File: src/rtl/gyro_integ_pkg.sv
// Shared types and constants for the gyro angle integrator: FSM states,
// rate/angle widths and signed saturation limits.
package gyro_integ_pkg;

  localparam int unsigned RATE_W = 16;
  localparam int unsigned OUT_W  = 16;

  typedef enum logic [2:0] {
    IDLE,
    ACC_X,
    ACC_Y,
    ACC_Z,
    PUBLISH
  } state_e;

  function automatic logic signed [63:0] sat_max(input int unsigned w);
    return (64'sd1 <<< (w - 1)) - 64'sd1;
  endfunction

  function automatic logic signed [63:0] sat_min(input int unsigned w);
    return -(64'sd1 <<< (w - 1));
  endfunction

endpackage

File: src/rtl/gyro_integrator_sat_add.sv
// Signed W-bit adder that clamps to the representable range instead of wrapping.
module sat_add
  import gyro_integ_pkg::*;
#(
  parameter int unsigned W = 32
) (
  input  logic signed [W-1:0] a_i,
  input  logic signed [W-1:0] b_i,
  output logic signed [W-1:0] sum_o
);

  localparam logic signed [W-1:0] MAX_V = W'(sat_max(W));
  localparam logic signed [W-1:0] MIN_V = W'(sat_min(W));

  logic [W:0] full;

  assign full = {a_i[W-1], a_i} + {b_i[W-1], b_i};

  // Top two bits disagree exactly when the W+1-bit sum left the W-bit range.
  always_comb begin
    if (full[W] != full[W-1]) begin
      sum_o = full[W] ? MIN_V : MAX_V;
    end else begin
      sum_o = full[W-1:0];
    end
  end

endmodule

File: src/rtl/gyro_integrator.sv
// Integrates gyro rates into three saturating angle accumulators on one shared adder.
// Optional build macro GYRO_DEADBAND_EN zeroes small rates when they are latched.
module gyro_integrator
  import gyro_integ_pkg::*;
#(
  parameter int unsigned ACC_W     = 32,
  parameter int unsigned OUT_SHIFT = 8,
  parameter int          DEADBAND  = 4
) (
  input  logic                     clk,
  input  logic                     rst,
  input  logic                     clear,
  input  logic signed [RATE_W-1:0] rate_x,
  input  logic signed [RATE_W-1:0] rate_y,
  input  logic signed [RATE_W-1:0] rate_z,
  input  logic                     done_read,
  output logic signed [OUT_W-1:0]  angle_x,
  output logic signed [OUT_W-1:0]  angle_y,
  output logic signed [OUT_W-1:0]  angle_z,
  output logic                     angle_valid,
  output logic                     busy,
  output logic                     overrun
);

  if (ACC_W < RATE_W + 1 || DEADBAND < 0) begin : g_param_check
    $error("gyro_integrator: ACC_W must be >= 17 and DEADBAND >= 0");
  end

  localparam logic signed [ACC_W-1:0] OUT_MAX = ACC_W'(sat_max(OUT_W));
  localparam logic signed [ACC_W-1:0] OUT_MIN = ACC_W'(sat_min(OUT_W));

`ifdef GYRO_DEADBAND_EN
  localparam logic signed [RATE_W-1:0] DB = RATE_W'(DEADBAND);
  function automatic logic signed [RATE_W-1:0] shape(input logic signed [RATE_W-1:0] r);
    return (r >= -DB && r <= DB) ? '0 : r;
  endfunction
`else
  function automatic logic signed [RATE_W-1:0] shape(input logic signed [RATE_W-1:0] r);
    return r;
  endfunction
`endif

  function automatic logic signed [OUT_W-1:0] to_angle(input logic signed [ACC_W-1:0] a);
    logic signed [ACC_W-1:0] s;
    s = a >>> OUT_SHIFT;
    if (s > OUT_MAX) return OUT_W'(OUT_MAX);
    if (s < OUT_MIN) return OUT_W'(OUT_MIN);
    return OUT_W'(s);
  endfunction

  state_e                    state_q, state_d;
  logic                      done_q;
  logic signed [RATE_W-1:0]  rx_q, ry_q, rz_q, rx_d, ry_d, rz_d;
  logic signed [ACC_W-1:0]   ax_q, ay_q, az_q, ax_d, ay_d, az_d;
  logic signed [OUT_W-1:0]   angx_q, angy_q, angz_q, angx_d, angy_d, angz_d;
  logic                      ovr_q, ovr_d;
  logic                      start;
  logic signed [ACC_W-1:0]   add_a, add_b, add_sum;

  assign start = done_read & ~done_q;

  always_comb begin
    add_a = ax_q;
    add_b = ACC_W'(rx_q);
    case (state_q)
      ACC_Y: begin
        add_a = ay_q;
        add_b = ACC_W'(ry_q);
      end
      ACC_Z: begin
        add_a = az_q;
        add_b = ACC_W'(rz_q);
      end
      default: ;
    endcase
  end

  sat_add #(.W(ACC_W)) u_sat_add (
    .a_i  (add_a),
    .b_i  (add_b),
    .sum_o(add_sum)
  );

  // Angles load on the ACC_Z->PUBLISH edge (z taken straight from the adder)
  // so they change in the same cycle the valid strobe is high.
  always_comb begin
    state_d = state_q;
    rx_d    = rx_q;
    ry_d    = ry_q;
    rz_d    = rz_q;
    ax_d    = ax_q;
    ay_d    = ay_q;
    az_d    = az_q;
    angx_d  = angx_q;
    angy_d  = angy_q;
    angz_d  = angz_q;
    ovr_d   = ovr_q;
    if (clear) begin
      state_d = IDLE;
      ax_d    = '0;
      ay_d    = '0;
      az_d    = '0;
      angx_d  = '0;
      angy_d  = '0;
      angz_d  = '0;
      ovr_d   = 1'b0;
    end else begin
      if (start && state_q != IDLE) ovr_d = 1'b1;
      case (state_q)
        IDLE: begin
          if (start) begin
            rx_d    = shape(rate_x);
            ry_d    = shape(rate_y);
            rz_d    = shape(rate_z);
            state_d = ACC_X;
          end
        end
        ACC_X: begin
          ax_d    = add_sum;
          state_d = ACC_Y;
        end
        ACC_Y: begin
          ay_d    = add_sum;
          state_d = ACC_Z;
        end
        ACC_Z: begin
          az_d    = add_sum;
          angx_d  = to_angle(ax_q);
          angy_d  = to_angle(ay_q);
          angz_d  = to_angle(add_sum);
          state_d = PUBLISH;
        end
        PUBLISH: state_d = IDLE;
        default: state_d = IDLE;
      endcase
    end
  end

  always_ff @(posedge clk or negedge rst) begin
    if (!rst) begin
      state_q <= IDLE;
      done_q  <= 1'b0;
      rx_q    <= '0;
      ry_q    <= '0;
      rz_q    <= '0;
      ax_q    <= '0;
      ay_q    <= '0;
      az_q    <= '0;
      angx_q  <= '0;
      angy_q  <= '0;
      angz_q  <= '0;
      ovr_q   <= 1'b0;
    end else begin
      state_q <= state_d;
      done_q  <= done_read;
      rx_q    <= rx_d;
      ry_q    <= ry_d;
      rz_q    <= rz_d;
      ax_q    <= ax_d;
      ay_q    <= ay_d;
      az_q    <= az_d;
      angx_q  <= angx_d;
      angy_q  <= angy_d;
      angz_q  <= angz_d;
      ovr_q   <= ovr_d;
    end
  end

  assign angle_x     = angx_q;
  assign angle_y     = angy_q;
  assign angle_z     = angz_q;
  assign angle_valid = (state_q == PUBLISH);
  assign busy        = (state_q != IDLE);
  assign overrun     = ovr_q;

endmodule

File: config.mk
export PLATFORM = sky130hd
export DESIGN_NAME = gyro_integrator
export DESIGN_NICKNAME = d
export VERILOG_FILES = /design/src/rtl/gyro_integ_pkg.sv /design/src/rtl/gyro_integrator_sat_add.sv /design/src/rtl/gyro_integrator.sv
export SDC_FILE = /design/constraint.sdc
export NUM_CORES = 1
export LEC_CHECK = 0
export ABC_AREA = 1
export BUFFER_PORTS_ARGS = -buffer_cell sky130_fd_sc_hd__buf_2
export CORE_ASPECT_RATIO = 0.7
export CORE_MARGIN = 2
export CORE_UTILIZATION = 40
export DETAILED_ROUTE_END_ITERATION = 10
export PLACE_DENSITY = 0.61
export SYNTH_ARGS = -nofsm -noshare
export SYNTH_HDL_FRONTEND = slang
export SYNTH_SLANG_ARGS = --single-unit
File: constraint.sdc
create_clock -name clk -period 5.1 [get_ports clk]
set_input_delay 0.51 -clock clk [delete_from_list [all_inputs] [get_ports clk]]
set_output_delay 0.51 -clock clk [all_outputs]
set_load 0.05 [all_outputs]
After elaboration in Yosys (flattened, before gate mapping)

Index checks and enable logic that the tools add are counted.

$add $sub $neg: 1
Multiply operators: 0
Divide/modulo/power cells: 0
Magnitude comparators: 6
Equality and inequality tests: 6
Shifts and indexed selects: 0
Mux-type cells: 54
Bitwise gates (word level): 3
Reductions and logical operators: 8

Operator list:

| cell                   | number |
|---|---|
| $mux W16               | 18 |
| $mux W32               | 8 |
| $pmux W32 S2           | 2 |
| $gt A24 B16 Y1 const B | 3 |
| $lt A24 B16 Y1 const B | 3 |
| $add A32 B32 Y33       | 1 |
| $mux W1                | 23 |
| $pmux W3 S4            | 1 |
| $reduce_bool A2 Y1     | 4 |
| $eq A3 B2 Y1 const B   | 2 |
| $mux W3                | 2 |
| $eq A3 B1 Y1 const B   | 1 |
| $eq A3 B3 Y1 const B   | 1 |
| $logic_not A3 Y1       | 1 |
| $ne A3 B3 Y1 const B   | 1 |
| $reduce_and A3 Y1      | 1 |
| $reduce_bool A3 Y1     | 1 |
| $not A1 Y1             | 2 |
| $and A1 B1 Y1          | 1 |
| $logic_and A1 B1 Y1    | 1 |
| $ne A1 B1 Y1           | 1 |

Flip-flop bits (word level): 197
Bits in latches: 0
Bits in writable memories: 0
Bits in read-only memories: 0
Bits of input ports: 52
Output and inout bits: 51
Word-level logic and storage cells: 90
Memories kept: 0

Depth between registers and ports, before layout

Word-level depth: 16
Gate-level depth with buffers: 30
Gate-level depth less buffers: 26

Cells and area by module

From an unflattened synthesis, not the netlist that was laid out.

Cell total of the unflattened synthesis: 1,565
Area, all modules: 11,531.1 um^2

By module, submodules not included:

| module          | times used | cells each | area an instance (um^2) | seq. area each (um^2) |
|---|---|---|---|---|
| gyro_integrator | 1          | 1,074      | 8,969.9                 | 4,929.7 |
| sat_add         | 1          | 491        | 2,561.2                 | 0.0 |

Worst setup path after synthesis

No wires, ideal clock.

Kind: register to register
Start point: register state_q[1]
End point: register angz_q[3], in the netlist angle_z[3]
Library setup time: 0.127 ns
Data arrival time: 4.012 ns
Required time: 4.973 ns
Path slack: 0.961 ns
Cell stages (with the launch flop): 28
Buffers on the path: 4
Period minus slack after synthesis: 4.139 ns
Path through: dfrtp_1 inv_1 nor2_2 inv_1 nor2_1 clkbuf_1 clkbuf_1 nand2_1 nand3_1 ha_1 nand2_1 inv_1 nand2_1 nand2_1 a21oi_1 nand2_2 nand2_2 nand2_2 nand2_2 nand2_4 nand2_2 buf_6 inv_1 buf_2 o21ai_0 nor2_1 nand2_1 nand3_1

Word-level cells in the longest chain between the ends: 14
Elaborated cells between the ends (all ways): 23
Classes of those cells: add/sub: 1; order compare: 2; eq/ne: 3; mux: 16; reduce/logical: 1

Ends and longest elaborated chain:

| element                                         | line                                                         | RTL |
|---|---|---|
| start: declaration                              | gyro_integrator.sv:51                                        | `state_e state_q, state_d;` |
| start signal: assignment                        | gyro_integrator.sv:154                                       | `state_q <= state_d;` |
| $eq A3 B2 Y1 (on tied branches)                 | gyro_integrator.sv:65, gyro_integrator.sv:109                |  |
| $pmux W32 S2                                    | gyro_integrator.sv:65                                        | `case (state_q)` |
| $add A32 B32 Y33                                | gyro_integrator_sat_add.sv:17                                | `assign full = {a_i[W-1], a_i} + {b_i[W-1], b_i};` |
| $mux W32 / $ne A1 B1 Y1 (equally long branches) | gyro_integrator_sat_add.sv:22, gyro_integrator_sat_add.sv:21 |  |
| $mux W32                                        | gyro_integrator_sat_add.sv:21                                | `if (full[W] != full[W-1]) begin` |
| $lt A24 B16 Y1                                  | gyro_integrator.sv:47                                        | `if (s < OUT_MIN) return OUT_W'(OUT_MIN);` |
| $mux W1 (2 in a row)                            | gyro_integrator.sv:47                                        |  |
| $mux W1                                         | gyro_integrator.sv:109                                       | `case (state_q)` |
| $mux W1                                         | gyro_integrator.sv:98                                        | `if (clear) begin` |
| $mux W16                                        | gyro_integrator.sv:48                                        | `return OUT_W'(s);` |
| $mux W16                                        | gyro_integrator.sv:47                                        |  |
| $mux W16                                        | gyro_integrator.sv:109                                       |  |
| $mux W16                                        | gyro_integrator.sv:98                                        |  |
| end signal: assignment                          | gyro_integrator.sv:164                                       | `angz_q <= angz_d;` |
| end: declaration                                | gyro_integrator.sv:55                                        | `logic signed [OUT_W-1:0] angx_q, angy_q, angz_q, angx_d, angy_d, angz_d;` |

Several ways; a longest one is shown, not always the timed one. The select of a mux whose other input is x is not followed.
A chain may end at the register's enable or synchronous reset.

Final worst setup path

Start point: register state_q[1]
End point: register angz_q[0], in the netlist angle_z[0]

The elaborated chain is that of the path after synthesis.

==> reports/qor.yml <==
outcome:
  status: "finished, final reports clean"
sta:
  period_needed_ns: 4.605
  finalSetupTns_ns: 0
  slew_headroom: 0.2710
  finClkSkew_ns: 0.01395
  tightestPinTransition_ns: 1.092
  rsz0062_at_grt: "false"
  hold_viol: 0
  timing.fmax_mhz: 217.2
  finalSetupViolCount: 0
  worst_slack_ns: 0.4952
  post-route-period-util: 0.9029
  slew_viol_final: 0
setup_path:
  worst_path_max_delay_cell: "o21ai_0"
  crit_arrival_ns: 4.91
  crit_top_cell: "nand2_2"
  slowest_delay_ns: 0.67
  cp-start-kind: "flop"
  path_depth: 22
  critPathBufInv: 3
  crit_required_ns: 5.40
  critPathTopFamily: "simple AND/OR/NAND/NOR gates"
  criticalPathCategory: "reg -> reg"
  crit_fanout: 21
  r2r_cells: 22
  crit_chain: "inv_1 > nor2_4 > inv_1 > o221ai_1 > ha_1 > fa_1 > nand2_1 > nand2_1 > nand3_1 > nand2_2 > nand2_1 > nand2_2 > nand2_2 > nand2_2 > nand2_2 > nand2_4 > nand2_2 > inv_1 > o21ai_0 > nor2_1 > nand2_1 > nand3_1"
  endpoint_kind: "flop"
place:
  hpwl_microns: 24120
  io_buffers: 102
  place_ws_ns: 0.4792
  gp_congestion: 0.9794
global_routing:
  grt_pass1_wl_microns: 51630
  grt_start_max_net_pins: 103
  grt_usage: 0.2337
  antenna_found_initial: 1
  grt_pass1_vias: 8951
  grt_overflow_total: 0
floorplanning:
  boundaryPins: 103
  placementRows: 50
  die_h_microns: 141.8
  die_w_microns: 200.8
  dieArea_sq_um: 28460
  initial_core_util: 0.4059
  core_area_sq_um: 26710
job:
  maxCapViolCount: 0
clock_tree:
  postCtsSetupBuffers: 0
  clk_path_buf_depth: 2
  cts_buffers: 17
  numClockSinks: 197
  htree_levels: 4
  clk_latency_ns: 0.45
  cts_resized: 0
  holdBufCountCts: 0
  clkTransAtPathRegs_ns: 0.08
  root_buffer: "clkbuf_16"
  cts_tree: "built"
synthesis:
  syn_area_sq_um: 10840
  synth_edf_count: 0
  synth_mux_area_frac: 0.04985
  synthXorXnorAreaFrac: 0.01616
  post-synth-top-count-cell: "nand2_1"
  ys_seq_elements: 197
  yosys.area_share.simple: 0.2759
  yosys-top-cells-area: "dfrtp_1 45%, nand2_1 17%, o21ai_0 6.1%, mux2_2 5.0%, nor2_1 4.1%"
  synth_top_family_by_area: "simple AND/OR/NAND/NOR gates"
  synthTopCellsByCount: "502 x nand2_1, 197 x dfrtp_1, 133 x o21ai_0, 117 x nor2_1, 114 x inv_1"
  syn_nets: 1495
  synth_top_flop_cell: "dfrtp_1"
  synth_fa_ha_area_frac: 0.03877
  ys_types: 38
  synth.top_cell.area_share: 0.4547
  syn_area_per_cell_sq_um: 7.690
  synth_largest_area_cell: "dfrtp_1"
  syn_inst: 1410
  ys_seq_area_frac: 0.4547
  yosys_warnings: 0
  synth_compound_area_frac: 0.1041
  async_flop_share: 1.000
routing:
  wl_microns: 32430
  avgViaCountPerCell: 5.136
  first_pass_iters: 5
  final_antenna_net_count: 0
  drt_iter0_markers: 974
  routedWlPerCell_microns: 17.35
  route.detailed.drc: 0
  route.vias.total: 9600
finish:
  num-fill-cells: 2709
  ff_latch_area_sq_um: 4930
  multiInputGateArea_sq_um: 5298
  drive_gt1_frac: 0.1502
  nets: 1577
  antenna_cells: 0
  syn_to_final_growth_pct: 13.56
pwr:
  irDropWorstVdd_v: 0.0002537
  internal-power_mw: 3.638
  switching_share: 0.4705
  p_per_area_nw_per_um2: 558.0
  leakagePower_nw: 6.231
  power_switching_mw: 3.233
  clkPwrFrac: 0.185
  power_frac_comb: 0.493
  pwr-share-seq: 0.322
hold_path:
  hp-class: "in -> async"
[worst register-to-register path, delay by kind of cell (launching register included)]
| family | cells | cell delay (ns) |
|---|---|---|
| AO/OA/AOI/OAI | 2 | 0.91 |
| adder cells (fa/ha/maj) | 2 | 0.75 |
| AND/OR/NAND/NOR | 15 | 1.40 |
| buffers and inverters | 3 | 1.04 |
| flip-flops | 1 | 0.39 |
[state kept, by name (all words and copies together), names as in the netlist]
register and count:
angle_x 16, angle_y 16, angle_z 16, ax_q 32, ay_q 32, az_q 32
done_q 1, overrun 1, rx_q 16, ry_q 16, rz_q 16, state_q 3
[per-layer routing]
metal	vias up	track usage	routed length, microns
met3	20	0.04731	2392
met5	-	0	13
met2	339	0.3145	12410
met4	2	0.04483	317
met1	4539	0.3792	17300
li1	4700	-	-
[metrics by stage]
| stage | hold slack (ns) | instance area (sq um) | instances | util | total power, mW |
|---|---|---|---|---|---|
| 6_report | 0.1507 | 12310 | 1869 | 0.4609 | 6.871 |
| 5_1_grt | 0.1642 | 12310 | 1869 | 0.4609 | 7.383 |
| 4_1_cts | 0.1632 | 12310 | 1869 | 0.4609 | 6.857 |
| 3_5_place_dp | 0.4649 | 11780 | 1837 | 0.4408 | 5.565 |
| 3_3_place_gp | 0.4631 | 11780 | 1837 | 0.4408 | 5.549 |
| 2_1_floorplan | 0.2144 | 10840 | 1410 | - | 4.523 |
[final cells by class]
type,count,share of cell area
Clock buffer,22,0.03770
Inverter,114,0.03475
Clock inverter,10,0.005995
Sequential cell,197,0.4004
Tap cell,364,0.03699
Timing Repair Buffer,118,0.05396
Multi-Input combinational cell,1044,0.4302
[power groups by stage]
stage	combinational [mW]	sequential [mW]	clock, mW
floorplan	2.19	2.33	0
global placement	3.33	2.22	0
detailed placement	3.34	2.23	0
CTS	3.35	2.20	1.30
global route	3.77	2.25	1.36
finish	3.39	2.21	1.27
[cells in the final DEF, fill, tap and decap left out, types with 11 or more instances in the layout]
master     count
nand2_1      502
dfrtp_1      197
o21ai_0      133
inv_1        114
nor2_1       112
buf_2        101
nand3_1       80
mux2_2        48
ha_1          32
a21oi_1       29
clkbuf_16     17
buf_4         14
xnor2_1       13
nand2_2       11
[cells by family (layout without fill, tap and decap cells)]
logic type / Yosys count / in the layout
simple gates: 740 / 740
compound gates: 203 / 203
fa+ha+maj: 33 / 33
flops: 197 / 197
buf+inv: 169 / 264
xor+xnor: 20 / 20
mux: 48 / 48
[path summary, 6_finish.rpt]
check                      slack (ns)                 endpoint                     from
setup reg to reg                 0.50   angle_z[0]$_DFFE_PN0P_   state_q[1]$_DFFE_PN0P_
hold / removal                   0.15     ay_q[12]$_DFFE_PN0P_                      rst
min in group clk                 0.19         done_q$_DFF_PN0_                done_read
hold reg to reg                  0.48  angle_y[10]$_DFFE_PN0P_  angle_y[10]$_DFFE_PN0P_
setup / recovery                 0.50   angle_z[0]$_DFFE_PN0P_   state_q[1]$_DFFE_PN0P_
max in group asynchronous        3.90      az_q[5]$_DFFE_PN0P_                      rst
Note: power is estimated with default switching activity, not from simulation.
